## config.mk

```make
export PLATFORM = sky130hd
export DESIGN_NAME = key_event_gen
export DESIGN_NICKNAME = d
export VERILOG_FILES = /design/src/rtl/key_event_gen.sv
export SDC_FILE = /design/constraint.sdc
export NUM_CORES = 1
export LEC_CHECK = 0
export BUFFER_PORTS_ARGS = -buffer_cell sky130_fd_sc_hd__buf_2
export CORE_MARGIN = 4
export CORE_UTILIZATION = 45
export DETAILED_ROUTE_END_ITERATION = 8
export HOLD_SLACK_MARGIN = 0.15
export SYNTH_ARGS = -nofsm -noshare
export SYNTH_HDL_FRONTEND = slang
export SYNTH_SLANG_ARGS = --single-unit
```

## constraint.sdc

```tcl
create_clock -name clk100_i -period 2.5 [get_ports clk100_i]
set_input_delay 0.125 -clock clk100_i [delete_from_list [all_inputs] [get_ports clk100_i]]
set_output_delay 0.125 -clock clk100_i [all_outputs]
set_load 0.005 [all_outputs]
```

## src/rtl/key_event_gen.sv

```systemverilog
// Push-button front end: two-flop synchronizer plus per-key debounce that
// emits clean press/release pulses and a debounced level on clk100_i.
//
// state       | meaning
// ------------+-----------------------------------------------
// ST_RELEASED | accepted level is released (key_i high)
// ST_PRESSED  | accepted level is pressed (key_i low)
module key_event_gen #(
    parameter int KEYS            = 2,
    parameter int DEBOUNCE_CYCLES = 1000000
) (
    input  logic            clk100_i,
    input  logic            arstn_i,
    input  logic [KEYS-1:0] key_i,
    output logic [KEYS-1:0] press_o,
    output logic [KEYS-1:0] release_o,
    output logic [KEYS-1:0] pressed_o
);

    localparam int CW = $clog2(DEBOUNCE_CYCLES + 1);
    localparam logic [CW-1:0] CNT_LAST = CW'(DEBOUNCE_CYCLES - 1);

    typedef enum logic {
        ST_RELEASED = 1'b0,
        ST_PRESSED  = 1'b1
    } state_t;

    logic [KEYS-1:0] sync1;
    logic [KEYS-1:0] sync2;

    // Reset to all ones so an idle (released) key looks unchanged after reset.
    always_ff @(posedge clk100_i or negedge arstn_i) begin
        if (!arstn_i) begin
            sync1 <= '1;
            sync2 <= '1;
        end else begin
            sync1 <= key_i;
            sync2 <= sync1;
        end
    end

    for (genvar k = 0; k < KEYS; k++) begin : g_key
        state_t        state_q;
        state_t        state_d;
        logic [CW-1:0] cnt_q;
        logic [CW-1:0] cnt_d;
        logic          press_q;
        logic          press_d;
        logic          release_q;
        logic          release_d;
        logic          raw_pressed;

        assign raw_pressed = ~sync2[k];

        always_ff @(posedge clk100_i or negedge arstn_i) begin
            if (!arstn_i) begin
                state_q   <= ST_RELEASED;
                cnt_q     <= '0;
                press_q   <= 1'b0;
                release_q <= 1'b0;
            end else begin
                state_q   <= state_d;
                cnt_q     <= cnt_d;
                press_q   <= press_d;
                release_q <= release_d;
            end
        end

        always_comb begin
            state_d   = state_q;
            cnt_d     = '0;
            press_d   = 1'b0;
            release_d = 1'b0;
            case (state_q)
                ST_RELEASED: begin
                    if (raw_pressed) begin
                        if (cnt_q == CNT_LAST) begin
                            state_d = ST_PRESSED;
                            press_d = 1'b1;
                        end else begin
                            cnt_d = cnt_q + CW'(1);
                        end
                    end
                end
                ST_PRESSED: begin
                    if (!raw_pressed) begin
                        if (cnt_q == CNT_LAST) begin
                            state_d   = ST_RELEASED;
                            release_d = 1'b1;
                        end else begin
                            cnt_d = cnt_q + CW'(1);
                        end
                    end
                end
                default: state_d = ST_RELEASED;
            endcase
        end

        assign press_o[k]   = press_q;
        assign release_o[k] = release_q;
        assign pressed_o[k] = (state_q == ST_PRESSED);
    end

endmodule

```

==> flow_metrics.env <==
export IMPL_status="completed"
export IMPL_cts_hold_buffers_added=3
export IMPL_antenna_cells=0
export IMPL_routedWlPerCell_um=13.8
export IMPL_grt_pass1_wl_mm=7.71
export IMPL_synth_fa_ha_area_share_pct=1.06
export IMPL_path_clk_slew_ns=0.09
export IMPL_synth_simple_area_share_pct=25.3
export IMPL_post_place_ws_ns=0.622
export IMPL_core_area_sq_mm=0.00511
export IMPL_layout_setup_ws_ns=0.596
export IMPL_grt_pass1_vias=1676
export IMPL_drc=0
export IMPL_crit_required_ns=2.73
export IMPL_crit_type="reg -> reg"
export IMPL_slew_headroom_pct=72.7
export IMPL_vdd_drop_max_uv=250
export IMPL_final_cell_mix="dfrtp_1 (46), nor2_1 (31), xnor2_1 (18), nand2_1 (15)"
export IMPL_hold_path_class="in -> async"
export IMPL_worst_slew_pin_slew_ns=0.403
export IMPL_num_vias=1727
export IMPL_cts_sinks=50
export IMPL_rows=26
export IMPL_ys_ff_latch=50
export IMPL_slew_violations=0
export IMPL_dieHeight_um=80.6
export IMPL_endpoint_kind="flop"
export IMPL_synthXorXnorAreaFrac_pct=9.61
export IMPL_synthesis_nets=240
export IMPL_synth_compound_area_share_pct=7.13
export IMPL_cts_resized=0
export IMPL_clk_latency_ns=0.30
export IMPL_post_cts_buffers=0
export IMPL_synth_warnings=0
export IMPL_synthFlopType="dfrtp_1"
export IMPL_wl_mm=4.39
export IMPL_synthArstFlopShare_pct=100
export IMPL_startpoint_type="flop"
export IMPL_hold_viol=0
export IMPL_max_freq_ghz=0.525
export IMPL_syn_area_sq_mm=0.00237
export IMPL_max_cap_violations=0
export IMPL_ys_types=34
export IMPL_synth_top_family_by_area="simple AND/OR/NAND/NOR gates"
export IMPL_clock_path_buffers=2
export IMPL_yosysSeqAreaShare_pct=53.0
export IMPL_fin_tns_setup_ns=0
export IMPL_crit_fanout=5
export IMPL_grt_ovfl_total=0
export IMPL_cts_tree="done"
export IMPL_period_minus_slack_ns=1.90
export IMPL_routed_via_density=5.41
export IMPL_synth_cells=234
export IMPL_power_density_mw_per_mm2=553
export IMPL_drive_gt1_share_pct=10.4
export IMPL_root_buffer="clkbuf_8"
export IMPL_die_x_um=80.6
export IMPL_grt_usage_pct=15.2
export IMPL_synth_area_mux_share_pct=0.423
export IMPL_grt_antenna_before_repair=0
export IMPL_hold_ws_ns=0.353
export IMPL_avgSynthCellArea_sq_um=10.1
export IMPL_numCtsBuffers=5
export IMPL_grt_max_degree=28
export IMPL_worstPathArrival_ns=2.13
export IMPL_final_common_cell="dfrtp_1"
export IMPL_synth_edf_count=0
export IMPL_firstDrtPassIters=5
export IMPL_p_leak_nw=1.07
export IMPL_setup_viol=0
export IMPL_start_util_pct=46.4
export IMPL_clock_skew_final_ns=0.00684
export IMPL_fin_crit_sh_pct=76.2
export IMPL_io_buffers=9
export IMPL_htreeDepth=2
export IMPL_die_area_sq_mm=0.00649
export IMPL_ios=10
export IMPL_dpl_hpwl_mm=3.06
export IMPL_fill_cells=476
export IMPL_rsz0062_at_grt="no"
export IMPL_syn_to_final_growth_pct=10.1
export IMPL_final_nets=254
export IMPL_drt_antenna_violating_nets=0
export IMPL_place_congestion=0.781
export IMPL_drt_iter0_markers=104
==> metrics by stage <==
| stage | cell area [sq um] | total power, mW | std cells | utilization (%) |
|---|---|---|---|---|
| 3_3_place_gp | 2470 | 0.899 | 308 | 48.4 |
| 6_report | 2610 | 1.44 | 319 | 51.1 |
| 3_5_place_dp | 2470 | 0.899 | 308 | 48.4 |
| 5_1_grt | 2610 | 1.51 | 319 | 51.1 |
| 4_1_cts | 2610 | 1.46 | 319 | 51.1 |
| 2_1_floorplan | 2370 | 0.867 | 234 | - |
==> worst max-delay path, stage by stage, from the launching register on <==
cell and delay [ns]:
dfrtp_1 0.40, ha_1 0.25, nand4_1 0.18, or2_0 0.35, or4_1 0.50, a21oi_1 0.15
==> synth_stat cells, drive strengths merged (8+ instances only) <==
cell type	number	area [sq um]
a21oi	12	60.1
and3	9	56.3
buf	8	55.1
dfrtp	46	1150
nand2	15	56.3
nand3	12	60.1
nand4	9	62.6
nor2	31	116
o21ai	8	43.8
o31ai	8	65.1
or3	8	50.1
or4	8	60.1
xnor2	18	158
xor2	8	70.1
==> state kept, by name (all words and copies together) (netlist names), named ones only <==
signal and flops:
g_key.release_q 2, g_key.cnt_q 40, sync1 2, g_key.press_q 2, sync2 2
==> metal layers <==
layer  part of all wire (%)  global-route usage, %  vias up
met3                    4.0                   4.15        5
li1                       -                      -      853
met4                    1.4                   5.07        0
met1                     51                   21.9      837
met5                      0                      0        -
met2                     44                   22.1       32
==> final cells by class <==
| class | instances | area [sq um] | area share [%] |
|---|---|---|---|
| sequential | 50 | 1260 | 48.2 |
| multi-input combinational | 169 | 1030 | 39.5 |
| timing repair buffer | 16 | 105 | 4.03 |
| tap | 70 | 87.6 | 3.36 |
| clock buffer | 7 | 76.3 | 2.93 |
| clock inverter | 1 | 30.0 | 1.15 |
| inverter | 6 | 22.5 | 0.863 |
==> path summary, 6_finish.rpt <==
kind	startpoint	to	slack (ns)	cells after the start
worst max-delay path	g_key[1].cnt_q[0]$_DFF_PN0_	g_key[1].cnt_q[18]$_DFF_PN0_	0.60	5
worst min register to register	sync1[0]$_DFF_PN1_	sync2[0]$_DFF_PN1_	0.36	0
max in group asynchronous	arstn_i	sync1[1]$_DFF_PN1_	1.82	3
worst min-delay path	arstn_i	g_key[0].cnt_q[2]$_DFF_PN0_	0.35	3
min in group clk100_i	sync1[0]$_DFF_PN1_	sync2[0]$_DFF_PN1_	0.36	0
worst max register to register	g_key[1].cnt_q[0]$_DFF_PN0_	g_key[1].cnt_q[18]$_DFF_PN0_	0.60	5
==> power by group <==
part           total [mW]  internal (mW)  switching [mW]
logic              0.0527         0.0189          0.0339
registers           0.833          0.822          0.0110
clock network       0.558          0.300           0.259
==> kinds of logic after synthesis <==
kind of cell / after synthesis
muxes: 1
AOI/OAI and AO/OA: 28
DFF: 50
buffers and inverters: 15
xor gates and xnor gates: 26
and+or+nand+nor: 112
adders and majority gates: 2
(Power assumes the default switching activity.)
